==> config.mk <==
export PLATFORM = sky130hd
export DESIGN_NAME = seq_alu
export DESIGN_NICKNAME = d
export VERILOG_FILES = /design/src/rtl/seq_alu.sv
export SDC_FILE = /design/constraint.sdc
export NUM_CORES = 1
export LEC_CHECK = 0
export CORE_MARGIN = 8
export CORE_UTILIZATION = 54
export CTS_BUF_LIST = sky130_fd_sc_hd__clkbuf_8
export DETAILED_ROUTE_END_ITERATION = 8
export PLACE_DENSITY = 0.74
export SLEW_MARGIN = 5
export SYNTH_ARGS = -nofsm -noshare
export SYNTH_HDL_FRONTEND = slang
export SYNTH_SLANG_ARGS = --single-unit
export TNS_END_PERCENT = 5
==> constraint.sdc <==
create_clock -name clk -period 3.7 [get_ports clk]
set_input_delay 0.37 -clock clk [delete_from_list [all_inputs] [get_ports clk]]
set_output_delay 0.37 -clock clk [all_outputs]
set_load 0.02 [all_outputs]
==> src/rtl/seq_alu.sv <==
// seq_alu: registered ALU with valid/ready handshake, shifts and an iterative shift-add multiply.
module seq_alu #(
  parameter  int WIDTH = 32,
  localparam int SHW   = $clog2(WIDTH)
) (
  input  logic             clk,
  input  logic             reset_n,
  input  logic             in_valid,
  output logic             in_ready,
  input  logic [WIDTH-1:0] a,
  input  logic [WIDTH-1:0] b,
  input  logic [3:0]       selector,
  output logic             out_valid,
  input  logic             out_ready,
  output logic [WIDTH-1:0] out,
  output logic             carryflag,
  output logic             overflag,
  output logic             zero
);
  typedef enum logic [1:0] {IDLE, MUL, DONE} state_t;
  state_t               r_state;
  logic [2*WIDTH-1:0]   r_mcand, r_acc, w_acc_nxt;
  logic [WIDTH-1:0]     r_mplier, w_res;
  logic [SHW-1:0]       r_cnt, w_sh;
  logic [WIDTH:0]       w_add, w_sub;
  logic                 w_add_v, w_sub_v, w_c, w_v, w_accept;
  assign in_ready  = (r_state == IDLE) || (r_state == DONE && out_ready);
  assign out_valid = r_state == DONE;
  assign w_accept  = in_valid && in_ready;
  assign w_sh      = b[SHW-1:0];
  assign w_add     = {1'b0, a} + {1'b0, b};
  assign w_sub     = {1'b0, a} + {1'b0, ~b} + {{WIDTH{1'b0}}, 1'b1};
  assign w_add_v   = (a[WIDTH-1] == b[WIDTH-1]) && (w_add[WIDTH-1] != a[WIDTH-1]);
  assign w_sub_v   = (a[WIDTH-1] != b[WIDTH-1]) && (w_sub[WIDTH-1] != a[WIDTH-1]);
  // one multiplier bit per cycle, LSB first; the multiplicand shifts left alongside
  assign w_acc_nxt = r_mplier[0] ? r_acc + r_mcand : r_acc;
  always_comb begin
    w_res = '0;
    w_c   = 1'b0;
    w_v   = 1'b0;
    case (selector)
      4'd0:  begin w_res = w_add[WIDTH-1:0]; w_c = w_add[WIDTH]; w_v = w_add_v; end
      4'd1:  begin w_res = w_sub[WIDTH-1:0]; w_c = w_sub[WIDTH]; w_v = w_sub_v; end
      4'd2:  w_res = a ^ b;
      4'd3:  w_res = {{(WIDTH-1){1'b0}}, w_sub[WIDTH-1] ^ w_sub_v};
      4'd4:  w_res = a & b;
      4'd5:  w_res = ~(a & b);
      4'd6:  w_res = ~(a | b);
      4'd7:  w_res = a | b;
      4'd8:  w_res = a << w_sh;
      4'd9:  w_res = a >> w_sh;
      4'd10: w_res = WIDTH'($signed(a) >>> w_sh);
      default: ;
    endcase
  end
  always_ff @(posedge clk or negedge reset_n) begin
    if (!reset_n) begin
      r_state   <= IDLE;
      out       <= '0;
      carryflag <= 1'b0;
      overflag  <= 1'b0;
      zero      <= 1'b1;
      r_mcand   <= '0;
      r_mplier  <= '0;
      r_acc     <= '0;
      r_cnt     <= '0;
    end else if (w_accept && selector == 4'd11) begin
      r_state  <= MUL;
      r_mcand  <= {{WIDTH{1'b0}}, a};
      r_mplier <= b;
      r_acc    <= '0;
      r_cnt    <= '0;
    end else if (w_accept) begin
      r_state   <= DONE;
      out       <= w_res;
      carryflag <= w_c;
      overflag  <= w_v;
      zero      <= ~|w_res;
    end else if (r_state == MUL) begin
      r_acc    <= w_acc_nxt;
      r_mcand  <= r_mcand << 1;
      r_mplier <= r_mplier >> 1;
      r_cnt    <= r_cnt + SHW'(1);
      if (r_cnt == SHW'(WIDTH - 1)) begin
        r_state   <= DONE;
        out       <= w_acc_nxt[WIDTH-1:0];
        carryflag <= |w_acc_nxt[2*WIDTH-1:WIDTH];
        overflag  <= 1'b0;
        zero      <= ~|w_acc_nxt[WIDTH-1:0];
      end
    end else if (r_state == DONE && out_ready) begin
      r_state <= IDLE;
    end
  end
endmodule

Word level (Yosys, flattened, before mapping)

Cells that the tools add are included.

Bits in registers: 202
Word-level logic and storage cells: 98

Add/subtract/negate cells: 5
Eq/ne operators: 20
Shift-type cells: 3
Multiplexer cells: 33
Bitwise logic cells: 8
Reduce and logical (&&, ||, !) cells: 20

Operators by type and width:

| operator                                                        | count |
|---|---|
| 64-bit 2-to-1 mux                                               | 7 |
| 32-bit one-hot mux with 11 select lines                         | 1 |
| 32-bit 2-to-1 mux                                               | 6 |
| 32-bit NOT                                                      | 3 |
| 32-bit OR reduction                                             | 3 |
| 32-bit by 32-bit adder with 33-bit output                       | 2 |
| 64-bit adder                                                    | 1 |
| 33-bit by 1-bit adder with 33-bit output, second input constant | 1 |
| 32-bit bitwise AND                                              | 1 |
| 32-bit OR                                                       | 1 |
| 32-bit by 5-bit << shifter with 32-bit output                   | 1 |
| 32-bit by 5-bit right shift with 32-bit output                  | 1 |
| 32-bit by 5-bit >>> shifter with 32-bit output                  | 1 |
| 32-bit bitwise XOR                                              | 1 |
| 4-bit by 3-bit == test with 1-bit output, second input constant | 4 |
| 4-bit == test, second input constant                            | 4 |
| 5-bit 2-to-1 mux                                                | 3 |
| 2-bit 2-to-1 mux                                                | 5 |
| 1-bit 2-to-1 mux                                                | 9 |
| 4-bit by 2-bit == test with 1-bit output, second input constant | 2 |
| 2-bit nonzero test                                              | 3 |
| 5-bit by 1-bit adder with 5-bit output, second input constant   | 1 |
| 5-bit == test, second input constant                            | 1 |
| 1-bit logical AND                                               | 5 |
| other kinds (17)                                                | 22 |

Depth between registers and ports, before layout

Depth after elaboration: 10
Gate-level depth with buffers: 29
Depth with buffers taken out: 25

Worst setup path after synthesis

Ideal clock, no wire load.

Path kind: input-to-reg
From: input b[2]
To: register zero
Arrival time: 5.543 ns
Slack: -1.933 ns
Cell stages on the path: 29
Path buffers: 4
Path through: clkinv_1 -> buf_1 -> clkbuf_1 -> buf_1 -> ha_1 -> clkbuf_1 -> inv_1 -> nand3_1 -> a2111oi_0 -> o41ai_1 -> o211ai_1 -> nand3_1 -> a41oi_1 -> o21ai_0 -> nand2_1 -> a21oi_1 -> o21bai_1 -> fa_1 -> a221o_1 -> o21ai_0 -> a32oi_1 -> o311ai_0 -> nor4_1 -> nand4_1 -> nor4_1 -> nand4_1 -> nor3_1 -> nand4_1 -> o31ai_1

Cells in the longest elaborated chain, start to end: 10

Ends and longest elaborated chain:

| element                                     | line | RTL |
|---|---|---|
| start, declared                             | 11   | `input logic [WIDTH-1:0] b,` |
| 32-bit NOT                                  | 32   | `assign w_sub = {1'b0, a} + {1'b0, ~b} + {{WIDTH{1'b0}}, 1'b1};` |
| 32-bit by 32-bit adder with 33-bit output   | 32   |  |
| 33-bit by 1-bit adder with 33-bit output    | 32   |  |
| 1-bit != test                               | 34   | `assign w_sub_v = (a[WIDTH-1] != b[WIDTH-1]) && (w_sub[WIDTH-1] != a[WIDTH-1]);` |
| 1-bit logical AND                           | 34   |  |
| 1-bit bitwise XOR                           | 45   | `4'd3: w_res = {{(WIDTH-1){1'b0}}, w_sub[WIDTH-1] ^ w_sub_v};` |
| 32-bit one-hot mux with 11 select lines (*) | 41   | `case (selector)` |
| 32-bit OR reduction (*)                     | 78   | `zero <= ~\|w_res;` |
| 1-bit zero test (*)                         | 78   |  |
| 1-bit 2-to-1 mux (*)                        | 73   | `end else if (w_accept) begin` |
| end signal, assigned                        | 78   |  |
| end signal, assigned                        | 89   | `zero <= ~\|w_acc_nxt[WIDTH-1:0];` |
| end, declared                               | 18   | `output logic zero` |

Every way passes the cells marked *; elsewhere a longest branch is shown, timed or not.
A chain may end at the register's enable or synchronous reset.

Final worst setup path

From: register r_acc[10]
To: register carryflag

Cells in the longest elaborated chain, start to end: 6

Ends and longest elaborated chain:

| element                | line | RTL |
|---|---|---|
| start, declared        | 22   | `logic [2*WIDTH-1:0] r_mcand, r_acc, w_acc_nxt;` |
| start signal, assigned | 80   | `r_acc <= w_acc_nxt;` |
| 64-bit adder           | 36   | `assign w_acc_nxt = r_mplier[0] ? r_acc + r_mcand : r_acc;` |
| 64-bit 2-to-1 mux      | 36   |  |
| 32-bit OR reduction    | 87   | `carryflag <= \|w_acc_nxt[2*WIDTH-1:WIDTH];` |
| 1-bit 2-to-1 mux       | 84   | `if (r_cnt == SHW'(WIDTH - 1)) begin` |
| 1-bit 2-to-1 mux       | 79   | `end else if (r_state == MUL) begin` |
| 1-bit 2-to-1 mux       | 73   |  |
| end signal, assigned   | 76   | `carryflag <= w_c;` |
| end signal, assigned   | 87   |  |
| end, declared          | 16   | `output logic carryflag,` |

Every way passes these cells. The select of a mux whose other input is x is not followed.

==> run_results.csv <==
group,metric,value,unit
drt,route.vias.total,29800,
die,dieArea,49500,sq um
setup_path,slowest_stage,"or4_1",
drt,wl_per_cell,25.2,microns
power,netSwitchingFraction,45.7,%
synth,synth_mux_area_share,9.75,%
setup_path,crit_arrival,5160,ps
sta,setup-tns-final,-3180,ps
power,internal-power,9.10,mW
setup_path,timing.critical_path.to_type,"flip-flop",
global_routing,overflow,0,
job,drv_cap,0,
sta,setup_viol,10,
sta,hold_slack,158,ps
placed_design,place_congestion,1.14,
global_routing,antenna_found_initial,2,
global_routing,grt_pass1_wl,169,mm
synth,syn_area,23000,sq um
setup_path,startpoint_type,"flip-flop",
die,io_pins,109,
die,die_h,222,microns
run_status,status,"complete, but fails checks",
global_routing,grt_max_degree,125,
clocking,cts-buffers-inserted,39,
hold_path,min_from,"a[1]",
power,power.total,16.8,mW
global_routing,grt_pass1_vias,29500,
clocking,clk_pin_slew,70,ps
synth,synth_fp_nets,3244,
cells_and_area,fin_util,77.8,%
power,p_clk_share,15.4,%
run_status,violations,"negative setup slack",
sta,finalCritPeriodShare,125,%
synth,synth_top_family_by_area,"compound AO/OA/AOI/OAI gates",
power,ir_drop,0.000436,V
cells_and_area,nFillCells,2990,
die,std_cell_rows,75,
hold_path,min_to,"r_mcand[1]$_DFFE_PN0P_",
setup_path,reg2reg_slack,-940,ps
clocking,clkLatencyLatePin,640,ps
die,start_util,54.7,%
synth,yosys.area_share.simple,20.3,%
setup_path,cp_slowest_stage_delay,580,ps
synth,synthAdderAreaFrac,9.54,%
drt,antenna_left,0,
synth,synth_edf_count,0,
hold_path,worstHoldPathCells,4,
synth,synth_seq_cells,202,
setup_path,worstRegToRegCells,14,
sta,period_needed,4640,ps
power,power.leakage,15.5,nW
synth,yosys_warnings,0,
setup_path,reg2reg_from,"r_acc[10]$_DFFE_PN0P_",
synth,synth_top_area_share,21.9,%
setup_path,cp_max_fo,6,
clocking,tritoncts,"built",
cells_and_area,areaGrowthSynthToFinish,42.1,%
synth,ys_types,97,
sta,max_slew_margin,17.8,%
setup_path,reg2reg_to,"carryflag$_DFFE_PN0P_",
clocking,cts_buffer_depth,3,
power,p_seq_share,21.8,%
sta,drv_slew,0,
clocking,cts.sinks,202,
placed_design,place_ws,-2200,ps
cells_and_area,nNetsFinal,4140,
drt,post_drt_via_cell_ratio,6.68,
placed_design,dpl_cell_area,31300,sq um
die,core-area,42000,sq um
cells_and_area,layout_commonest_cell,"buf_4",
cells_and_area,layoutNonFillerInstCount,4466,
synth,synth_flop_cell,"dfrtp_1",
drt,drtPass1Iterations,7,
cells_and_area,layout-drive-gt1-share,31.5,%
clocking,root_buffer,"clkbuf_8",
synth,synth-compound-area-share,29.5,%
synth,avgSynthCellArea,7.67,sq um
setup_path,path_cells,"ha_1 > a21oi_1 > o21ai_1 > a32oi_1 > o211ai_1 > a221oi_2 > buf_4 > o41ai_1 > xor2_1 > mux2_2 > nor4_4 > nand4_1 > or4_1 > o32a_1",
cells_and_area,final_area,32700,sq um
setup_path,critPathKind,"reg -> reg",
placed_design,numPortBuffers,108,
global_routing,track_usage,43.3,%
placed_design,placedCellCount,4382,
sta,fin_skew,28.0,ps
synth,synthCells,2999,
synth,synth_area_leaders,"dfrtp_1, ha_1, nand2_1",
setup_path,critPathRequiredTime,4220,ps
sta,timing_hold_violations_final,0,
drt,route.detailed.drc,0,
power,power_switching,7.65,mW
power,powerDensity,512,nW/um^2
synth,synth_seq_area_share,22.0,%
sta,tightest_slew,1230,ps
drt,routed_wl,112,mm
cells_and_area,final_cell_mix,"buf_4, nand2_1, nor2_1",
sta,max_freq,216,MHz
die,die_w,222,microns
placed_design,dpl.hpwl,86.6,mm
synth,synth-xor-area-share,3.20,%
power,p_comb_share,62.8,%
synth,synth.largest_area_cell,"dfrtp_1",
sta,grt_setup_unrepaired,"true",
sta,fin_ws,-939,ps
drt,drt_iter0_drc,4714,
synth,async_flop_share,100,%
clocking,htree_levels,2,
hold_path,hold_class,"in -> reg",
-- layout make-up --
| type | count | area [sq um] | area share (%) |
|---|---|---|---|
| Antenna cell | 1 | 2.50 | 0.00766 |
| Sequential cell | 202 | 5060 | 15.5 |
| Clock buffer | 48 | 661 | 2.02 |
| Tap cell | 539 | 674 | 2.06 |
| Multi-Input combinational cell | 2461 | 17200 | 52.5 |
| Inverter | 110 | 434 | 1.33 |
| Timing Repair Buffer | 1081 | 8480 | 25.9 |
| Clock inverter | 24 | 223 | 0.681 |
-- repair_timing --
item,4_1_cts,5_1_grt
resized for setup,88,34
pin swaps,33,8
setup endpoints to repair,22,25
buffers inserted,10,0
hold buffers,1,0
gates cloned,0,0
endpoints found under the hold margin,68,0
-- how the worst max path moves through the flow --
stage / to / cells past startpoint / slack, ps / start
after floorplan: zero$_DFFE_PN1P_ / 29 / -1160 / b[3]
final: carryflag$_DFFE_PN0P_ / 14 / -940 / r_acc[10]$_DFFE_PN0P_
after global placement: zero$_DFFE_PN1P_ / 27 / -2030 / a[4]
after global routing: zero$_DFFE_PN1P_ / 28 / -1070 / a[3]
after CTS: zero$_DFFE_PN1P_ / 28 / -770 / b[1]
after detailed placement: zero$_DFFE_PN1P_ / 27 / -2200 / a[4]
-- cells by family (layout without fill, tap and decap cells) --
group           after synthesis  after routing
compound gates              999            999
mux                         186            186
xor+xnor                     84             84
fa+ha+maj                   173            173
flops                       202            202
simple gates               1019           1019
buf+inv                     336           1263
other cells                   0              1
-- cells in the mapped netlist (all sizes together) (28+ instances only) --
library cell / n
a211oi: 31
a21o: 41
a21oi: 207
a221o: 31
a221oi: 28
a22oi: 78
a31oi: 32
buf: 53
clkbuf: 173
dfrtp: 201
ha: 169
inv: 108
mux2: 35
mux2i: 124
nand2: 476
nand3: 40
nand4: 56
nor2: 203
nor2b: 34
nor3: 47
nor4: 31
o211ai: 42
o21ai: 208
o221ai: 32
o22ai: 64
xnor2: 57
-- state kept, by name (all words and copies together), names as in the netlist --
register	flops
r_mplier	32
r_mcand	64
r_acc	64
overflag	1
out	32
r_cnt	5
zero	1
carryflag	1
r_state	2
-- worst max-delay path, delay by kind of cell, from the launching register on --
| family | cells | cell delay [ps] |
|---|---|---|
| AO/OA/AOI/OAI | 7 | 1860 |
| AND/OR/NAND/NOR | 3 | 1170 |
| adder cells (fa/ha/maj) | 1 | 430 |
| flip-flops | 1 | 420 |
| multiplexers | 1 | 340 |
| buffers and inverters | 1 | 160 |
| XOR/XNOR | 1 | 140 |
-- metal layers --
metal | share of wire, % | global-route usage (%) | vias up
met4 | 7.4 | 26.1 | 4
met5 | 0.025 | 0 | -
met1 | 37 | 53.2 | 14100
met3 | 12 | 9.59 | 570
li1 | - | - | 13000
met2 | 44 | 69.1 | 2261
-- power groups by stage --
stage               Combinational [mW]  Sequential (mW)  Clock (mW)
CTS                               10.1             3.59        2.58
global route                      11.1             3.71        2.66
detailed placement                9.91             3.61           0
floorplan                         4.95             3.64           0
finish                            10.5             3.65        2.58
global placement                  9.62             3.58           0
(Power assumes the default switching activity.)
